## src/rtl/i2cs_pkg.sv

```systemverilog
// Shared constants for the I2C slave register front-end: state codes,
// default device address and bit-counter width.
package i2cs_pkg;

  localparam logic [6:0] DEV_ID_DEF = 7'h3C;
  localparam int         CNT_W      = 3;

  typedef logic [3:0] state_t;

  localparam state_t ST_IDLE      = 4'd0;
  localparam state_t ST_DEV       = 4'd1;
  localparam state_t ST_DEV_ACK   = 4'd2;
  localparam state_t ST_ADDR      = 4'd3;
  localparam state_t ST_ADDR_ACK  = 4'd4;
  localparam state_t ST_WDATA     = 4'd5;
  localparam state_t ST_WDATA_ACK = 4'd6;
  localparam state_t ST_RD_LOAD   = 4'd7;
  localparam state_t ST_RDATA     = 4'd8;
  localparam state_t ST_RD_MACK   = 4'd9;
  localparam state_t ST_WAIT_STOP = 4'd10;

  function automatic logic [7:0] addr_inc(input logic [7:0] a);
    return a + 8'd1;
  endfunction

endpackage

```

## src/rtl/i2cs_line_cond.sv

```systemverilog
// Pad conditioning for one I2C line: 2-FF synchronizer, optional glitch
// filter (I2CS_GLITCH_FLT_EN) and rise/fall pulse generation.
module i2cs_line_cond #(
  parameter int FLT_LEN = 3
) (
  input  logic i2csf_clk,
  input  logic i2csf_rst_n,
  input  logic pad,
  output logic lvl,
  output logic rise,
  output logic fall
);

  logic [1:0] sync;
  logic       flt;
  logic       prev;

  // Reset to 1 so an idle (pulled-up) bus produces no edge after reset.
  always_ff @(posedge i2csf_clk or negedge i2csf_rst_n) begin
    if (!i2csf_rst_n) sync <= 2'b11;
    else              sync <= {sync[0], pad};
  end

`ifdef I2CS_GLITCH_FLT_EN
  localparam int FW = $clog2(FLT_LEN + 1);
  logic [FW-1:0] flt_cnt;

  // Output flips only after FLT_LEN consecutive samples that differ from it.
  always_ff @(posedge i2csf_clk or negedge i2csf_rst_n) begin
    if (!i2csf_rst_n) begin
      flt     <= 1'b1;
      flt_cnt <= FW'(FLT_LEN - 1);
    end else if (sync[1] == flt) begin
      flt_cnt <= FW'(FLT_LEN - 1);
    end else if (flt_cnt == '0) begin
      flt     <= sync[1];
      flt_cnt <= FW'(FLT_LEN - 1);
    end else begin
      flt_cnt <= flt_cnt - 1'b1;
    end
  end
`else
  assign flt = sync[1];
`endif

  always_ff @(posedge i2csf_clk or negedge i2csf_rst_n) begin
    if (!i2csf_rst_n) prev <= 1'b1;
    else              prev <= flt;
  end

  assign lvl  = flt;
  assign rise = flt & ~prev;
  assign fall = ~flt & prev;

endmodule

```

## src/rtl/i2cs_regif.sv

```systemverilog
// I2C slave to single-cycle register access bridge (write burst, read via
// repeated START). Optional input glitch filter: I2CS_GLITCH_FLT_EN.
module i2cs_regif
  import i2cs_pkg::*;
#(
  parameter logic [6:0] DEV_ID  = DEV_ID_DEF,
  parameter int         FLT_LEN = 3
) (
  input  logic       i2csf_clk,
  input  logic       i2csf_rst_n,
  input  logic       i_scl,
  input  logic       i_sda,
  output logic       o_sda_oe,
  output logic       reg_we,
  output logic [7:0] reg_addr,
  output logic [7:0] reg_wdata,
  input  logic [7:0] reg_rdata,
  output logic       o_busy
);

  logic scl_lvl, scl_rise, scl_fall;
  logic sda_lvl, sda_rise, sda_fall;

  i2cs_line_cond #(.FLT_LEN(FLT_LEN)) u_scl (
    .i2csf_clk(i2csf_clk), .i2csf_rst_n(i2csf_rst_n), .pad(i_scl),
    .lvl(scl_lvl), .rise(scl_rise), .fall(scl_fall)
  );

  i2cs_line_cond #(.FLT_LEN(FLT_LEN)) u_sda (
    .i2csf_clk(i2csf_clk), .i2csf_rst_n(i2csf_rst_n), .pad(i_sda),
    .lvl(sda_lvl), .rise(sda_rise), .fall(sda_fall)
  );

  logic start_c, stop_c;
  assign start_c = sda_fall & scl_lvl;
  assign stop_c  = sda_rise & scl_lvl;

  state_t           state;
  logic [CNT_W-1:0] bit_cnt;
  logic [7:0]       sr;
  logic             ack_go;  // 0: waiting for the fall that opens the ACK slot
  logic             rw;
  logic             mack;
  logic [7:0]       byte_in;

  assign byte_in = {sr[6:0], sda_lvl};

  always_ff @(posedge i2csf_clk or negedge i2csf_rst_n) begin
    if (!i2csf_rst_n) begin
      state     <= ST_IDLE;
      bit_cnt   <= '0;
      sr        <= 8'h00;
      ack_go    <= 1'b0;
      rw        <= 1'b0;
      mack      <= 1'b1;
      o_sda_oe  <= 1'b0;
      reg_we    <= 1'b0;
      reg_addr  <= 8'h00;
      reg_wdata <= 8'h00;
      o_busy    <= 1'b0;
    end else begin
      reg_we <= 1'b0;
      if (reg_we) reg_addr <= addr_inc(reg_addr);

      if (stop_c) begin
        state    <= ST_IDLE;
        o_sda_oe <= 1'b0;
        o_busy   <= 1'b0;
      end else if (start_c) begin
        state    <= ST_DEV;
        o_sda_oe <= 1'b0;
        bit_cnt  <= '0;
      end else begin
        case (state)
          ST_DEV, ST_ADDR, ST_WDATA: begin
            if (scl_rise) begin
              sr      <= byte_in;
              bit_cnt <= bit_cnt + 1'b1;
              if (bit_cnt == 3'd7) begin
                ack_go <= 1'b0;
                if (state == ST_DEV) begin
                  if (sr[6:0] == DEV_ID) begin
                    state  <= ST_DEV_ACK;
                    rw     <= sda_lvl;
                    o_busy <= 1'b1;
                  end else begin
                    state <= ST_WAIT_STOP;
                  end
                end else if (state == ST_ADDR) begin
                  reg_addr <= byte_in;
                  state    <= ST_ADDR_ACK;
                end else begin
                  state <= ST_WDATA_ACK;
                end
              end
            end
          end

          ST_DEV_ACK, ST_ADDR_ACK, ST_WDATA_ACK: begin
            if (scl_fall) begin
              if (!ack_go) begin
                ack_go   <= 1'b1;
                o_sda_oe <= 1'b1;
                if (state == ST_WDATA_ACK) begin
                  reg_wdata <= sr;
                  reg_we    <= 1'b1;
                end
              end else begin
                ack_go  <= 1'b0;
                bit_cnt <= '0;
                if (state == ST_DEV_ACK && rw) begin
                  state <= ST_RD_LOAD;  // keep SDA as-is; RD_LOAD drives bit 7
                end else begin
                  o_sda_oe <= 1'b0;
                  state    <= (state == ST_DEV_ACK) ? ST_ADDR : ST_WDATA;
                end
              end
            end
          end

          ST_RD_LOAD: begin
            sr       <= reg_rdata;
            o_sda_oe <= ~reg_rdata[7];
            bit_cnt  <= '0;
            state    <= ST_RDATA;
          end

          ST_RDATA: begin
            if (scl_rise) begin
              bit_cnt <= bit_cnt + 1'b1;
              if (bit_cnt == 3'd7) begin
                state  <= ST_RD_MACK;
                ack_go <= 1'b0;
              end
            end else if (scl_fall) begin
              sr       <= {sr[6:0], 1'b0};
              o_sda_oe <= ~sr[6];
            end
          end

          ST_RD_MACK: begin
            if (scl_fall) begin
              if (!ack_go) begin
                ack_go   <= 1'b1;
                o_sda_oe <= 1'b0;
              end else begin
                ack_go <= 1'b0;
                if (!mack) begin
                  reg_addr <= addr_inc(reg_addr);
                  state    <= ST_RD_LOAD;
                end else begin
                  state <= ST_WAIT_STOP;
                end
              end
            end else if (scl_rise && ack_go) begin
              mack <= sda_lvl;
            end
          end

          default: ;
        endcase
      end
    end
  end

endmodule

```

## config.mk

```make
export PLATFORM = sky130hd
export DESIGN_NAME = i2cs_regif
export DESIGN_NICKNAME = d
export VERILOG_FILES = /design/src/rtl/i2cs_pkg.sv /design/src/rtl/i2cs_line_cond.sv /design/src/rtl/i2cs_regif.sv
export SDC_FILE = /design/constraint.sdc
export NUM_CORES = 1
export LEC_CHECK = 0
export CORE_MARGIN = 5
export CORE_UTILIZATION = 60
export CTS_CLUSTER_DIAMETER = 200
export DETAILED_ROUTE_END_ITERATION = 10
export PLACE_DENSITY = 0.94
export RECOVER_POWER = 50
export SYNTH_ARGS = -nofsm -noshare
export SYNTH_HDL_FRONTEND = slang
export SYNTH_SLANG_ARGS = --single-unit
```

## constraint.sdc

```tcl
create_clock -name i2csf_clk -period 5.7 [get_ports i2csf_clk]
set_clock_uncertainty 0.1 [all_clocks]
set_input_delay 1.14 -clock i2csf_clk [delete_from_list [all_inputs] [get_ports i2csf_clk]]
set_output_delay 1.14 -clock i2csf_clk [all_outputs]
set_load 0.01 [all_outputs]
```

---- Yosys cells after proc, flatten, opt, wreduce, memory -nomap -nowiden ----
Index checks and enable logic that the tools add are counted.
storage, ports and cells
  flip-flop bits (word level) ............. 43
  bits in writable memories ............... 0
  logic and storage cells ................. 156
  memories ................................ 0
  latch bits .............................. 0
  bits in read-only memories .............. 0
  output and inout bits ................... 19
cells by class
  order comparisons ....................... 0
  $mul .................................... 0
  reduce and logical (&&, ||, !) cells .... 25
  mux-type cells .......................... 65
  $add $sub $neg .......................... 2
  shift-type cells ........................ 0
  bitwise gates (word level) .............. 16
  div/mod/pow operators ................... 0
  eq/ne operators ......................... 33
operator list
  operator                                                               number
  8-bit 2-to-1 mux                                                       13
  4-bit 2-to-1 mux                                                       13
  4-bit != test, second input constant                                   11
  1-bit 2-to-1 mux                                                       26
  8-bit case mux with 3 select lines                                     1
  6-bit AND reduction                                                    4
  4-bit case mux with 5 select lines                                     1
  3-bit 2-to-1 mux                                                       6
  4-bit by 3-bit equality test with 1-bit output, second input constant  4
  8-bit case mux with 2 select lines                                     1
  7-bit AND reduction                                                    2
  2-bit nonzero test                                                     6
  1-bit NOT                                                              10
  5-bit AND reduction                                                    2
  3-bit case mux with 3 select lines                                     1
  9-bit AND reduction                                                    1
  8-bit by 1-bit adder with 8-bit output, second input constant          1
  4-bit by 2-bit equality test with 1-bit output, second input constant  2
  4-bit equality test, second input constant                             2
  2-bit by 1-bit != test with 1-bit output, second input constant        4
  4-bit OR reduction                                                     2
  7-bit by 6-bit equality test with 1-bit output, second input constant  1
  7-bit nonzero test                                                     1
  1-bit bitwise AND                                                      6
  15 further kinds                                                       20

---- Longest topological paths before layout ----
  depth after elaboration ................. 9
  gate-level depth with buffers ........... 7

---- Cells and area by module ----
A second synthesis with hierarchy kept.
second synthesis, totals
  cell total of the unflattened synthesis .. 271
  area, all modules ....................... 2650.0 um^2
by module, submodules not included
  module          area each (um^2)  sequential area each (um^2)  cells an instance  times used
  i2cs_regif      2462.4            927.1                        261                1
  i2cs_line_cond  93.8              78.8                         5                  2

---- Least setup slack after synthesis ----
No wires, ideal clock.
  kind .................................... flip-flop to flip-flop
  start ................................... register u_scl.prev
  end ..................................... register sr[0]
  arrival ................................. 1.640 ns
  setup time .............................. 0.128 ns
  cell stages (with the launch flop) ...... 5
  buffers on the path ..................... 0
  slack ................................... 3.833 ns
  cells stage by stage .................... dfstp_2 > nand2b_4 > or4_4 > a21oi_4 > mux2_1
between the ends
  longest elaborated chain between the ends .. 4
RTL lines
  what                                      line                  RTL
  start, declared                           i2cs_line_cond.sv:16  logic prev;
  start signal, assigned                    i2cs_line_cond.sv:48  else prev <= flt;
  1-bit NOT                                 i2cs_line_cond.sv:52  assign rise = flt & ~prev;
  1-bit bitwise AND                         i2cs_line_cond.sv:52
  2-bit != test (no source line)            -
  6-bit AND reduction (no source line) (*)  -
  end signal, assigned                      i2cs_regif.sv:77      sr <= byte_in;
  end signal, assigned                      i2cs_regif.sv:122     sr <= reg_rdata;
  end signal, assigned                      i2cs_regif.sv:136     sr <= {sr[6:0], 1'b0};
  end, declared                             i2cs_regif.sv:40      logic [7:0] sr;
Every way passes the cells marked *; elsewhere a longest branch is shown, timed or not.
A chain may end at the register's enable or synchronous reset.

==> run metrics <==
status finished with violations; violated checks capacitance limit, slew limit; first-pass GRT wire length 10.2 mm; Synth Area in Adders 1.50%; port bufs 30; Total Wirelength 6.05 mm; main area contributors after synthesis dfrtp_1 (36%), dfstp_2 (7.4%), nand2_1 (3.9%), mux2_2 (3.6%), nor2_1 (2.8%); Area Growth Syn to Fin 15.4%; I/O pins 31; post-synth top area share 36.0%; final setup TNS 0 ns; Synth top cells by count dfrtp_1 (36), nand2_1 (26), nor2_1 (19), a21oi_1 (13), nand3_1 (11); initial antenna violation count 0; max-capacitance violation count 1; Final Hold Fails 0; pins over their slew limit 44; Cell variety after synth 63; Min-Delay Path Class reg2reg; Required @ worst endpoint 5.53 ns; unrepaired setup endpoints after global routing false; Routability Congestion 0.951; critical-path cell list clkbuf_1; Synth Area in Compound Gates 20.0%; CTS tree yes; Yosys reg bits 43; slowest CP cell clkbuf_1; Post-synth EDFFs 0; largest family of logic cells by synthesized area simple AND/OR/NAND/NOR gates; Initial Utilization 62.1%; largest area contributor in the netlist dfrtp_1; Worst VDD drop 0.332 mV; drt drc 0; Arr. time, crit path 2.76 ns; Worst-Skew Late Latency 0.30 ns; FFs w/ async S/R, synth 100%; slowest stage delay, CP 1.61 ns; post-layout minimum cycle time 2.93 ns; starting DRC count in detailed routing 266; largest net degree at the start of global routing 44; drt pass-1 iters 6; fin crit share 51.4%; wire per inst 18.3 microns; Gate Count Post-Synth 258; Site Rows 23; Worst-Margin Slew 2.30 ns; Max FO, Critical Path 43; antenna viol nets, final 0; P_leak 1.16 nW; Placeable Area 4030 sq um; Die ar. 5560 sq um; Max-slew headroom -53.1%; Yosys warnings 0; root buf cell clkbuf_8; # diodes 0; Setup Buffers After CTS 0; vias in the first global route 2123; Die Width 74.6 microns; Post-Syn Area 2500 sq um; chip height 74.6 microns; FMAX 342 MHz; CTS buffer count 5; GRT Total Usage 24.3%; grt total ovfl 0; CP Buf/Inv Count 1; H-tree level count 2; Worst path top cell family by delay buffers and inverters; Hold Buf Count CTS 0; post-CTS sizing 0; via count 2176; final net count 295; ys flop type dfrtp_1; WHS 0.263 ns; Synth Area in XOR/XNOR 4.90%; via/cell ratio 6.57; share of cells above drive strength 1 11.0%; clock transition at the registers of the reported paths 0.07 ns; Simple-Gate Fraction of Synth Area 21.2%; Pwr per Cell Area 425 nW/um^2; CP Capture Type asynchronous set/reset pin; Final setup viols 0; # clock sinks 43; register area share after synthesis 43.4%; Worst Setup Start Kind input port; Avg Cell Area, Syn 9.70 sq um; post-synthesis net count 273; multiplexer share of the synthesized area 4.45%; reg-to-reg slack, setup 3.18 ns; detailed placer's ending HPWL 4.18 mm; critical path type in2async; Clock Tree Buf Depth 2; most instantiated library cell after synthesis dfrtp_1
==> final timing paths <==
check                                             start                      end  depth (start not counted)
worst min register to register  u_sda.sync[0]$_DFF_PN1_  u_sda.sync[1]$_DFF_PN1_                          0
worst min-delay path            u_sda.sync[0]$_DFF_PN1_  u_sda.sync[1]$_DFF_PN1_                          0
worst max register to register     state[0]$_DFFE_PN0P_    reg_addr[0]$_DFF_PN0_                          5
min in group asynchronous                   i2csf_rst_n   bit_cnt[1]$_DFFE_PN0P_                          1
max in group i2csf_clk            reg_addr[3]$_DFF_PN0_              reg_addr[3]                          1
worst max-delay path                        i2csf_rst_n        sr[5]$_DFFE_PN0P_                          1
==> power by group <==
part | switching, mW | internal (mW) | total [mW]
Sequential | 0.141 | 0.385 | 0.527
Combinational | 0.233 | 0.234 | 0.467
Clock | 0.102 | 0.131 | 0.233
==> worst reg2reg max path, stage by stage, from the launching register on <==
cell,delay (ns)
dfrtp_1,0.81
nand2b_1,0.32
nor4_2,0.77
nor2b_1,0.23
a21oi_1,0.05
o22ai_1,0.16
==> flip-flops by register name, summed over array words and instances, names as in the netlist <==
signal      cells
mack            1
sr              8
state           4
reg_addr        8
reg_we          1
bit_cnt         3
reg_wdata       8
u_sda.sync      2
u_scl.prev      1
u_scl.sync      2
o_sda_oe        1
rw              1
u_sda.prev      1
ack_go          1
o_busy          1
==> layout by cell type (no fill, tap or decap), types with 3 or more instances in the layout <==
cell type         n
dfrtp_1          36
clkdlybuf4s50_1  27
nand2_1          26
nor2_1           19
a21oi_1          13
nand3_1          11
a22oi_1           9
o22ai_1           9
a31oi_1           9
inv_1             8
mux2_2            8
xnor2_1           7
xor2_1            7
nand4_1           5
clkbuf_8          5
dfstp_2           5
nand2b_1          4
o21ai_1           4
nor2b_1           3
o31ai_1           3
a221oi_1          3
a22o_1            3
ha_1              3
clkbuf_1          3
==> final cells by class <==
| type | count | area (sq um) |
|---|---|---|
| multi-input cells | 191 | 1300 |
| fillers | 286 | 1140 |
| repair buffers | 31 | 302 |
| flip-flops and latches | 43 | 1080 |
| inverters | 8 | 30.0 |
| well taps | 50 | 62.6 |
| clock buffers | 7 | 76.3 |
| clock inverters | 1 | 30.0 |
==> layer usage <==
layer / up-vias / GRT usage, % / share of wire [%] / routed length, microns
li1: 996 / - / - / -
met1: 1040 / 33.6 / 40 / 2430
met2: 128 / 38.4 / 49 / 2990
met3: 12 / 4.19 / 8.3 / 500
met4: 0 / 9.29 / 2.1 / 130
met5: - / 0 / 0 / 0
==> logic make-up after synthesis <==
family / Yosys count
mux: 10
xor+xnor: 14
compound gates: 71
flops: 43
simple gates: 93
fa+ha+maj: 3
buf+inv: 24
==> through the flow <==
stage | util [%] | power, mW | setup slack (ns) | std cells | instance area (sq um)
after floorplan | - | 0.831 | 3.83 | 258 | 2500
after global placement | 69.1 | 0.964 | 3.42 | 323 | 2780
after detailed placement | 69.1 | 0.986 | 3.26 | 323 | 2780
after CTS | 71.7 | 1.22 | 3.06 | 331 | 2890
after global routing | 71.7 | 1.31 | 2.27 | 331 | 2890
final | 71.7 | 1.23 | 2.77 | 331 | 2890
Note: power is estimated with default switching activity, not from simulation.
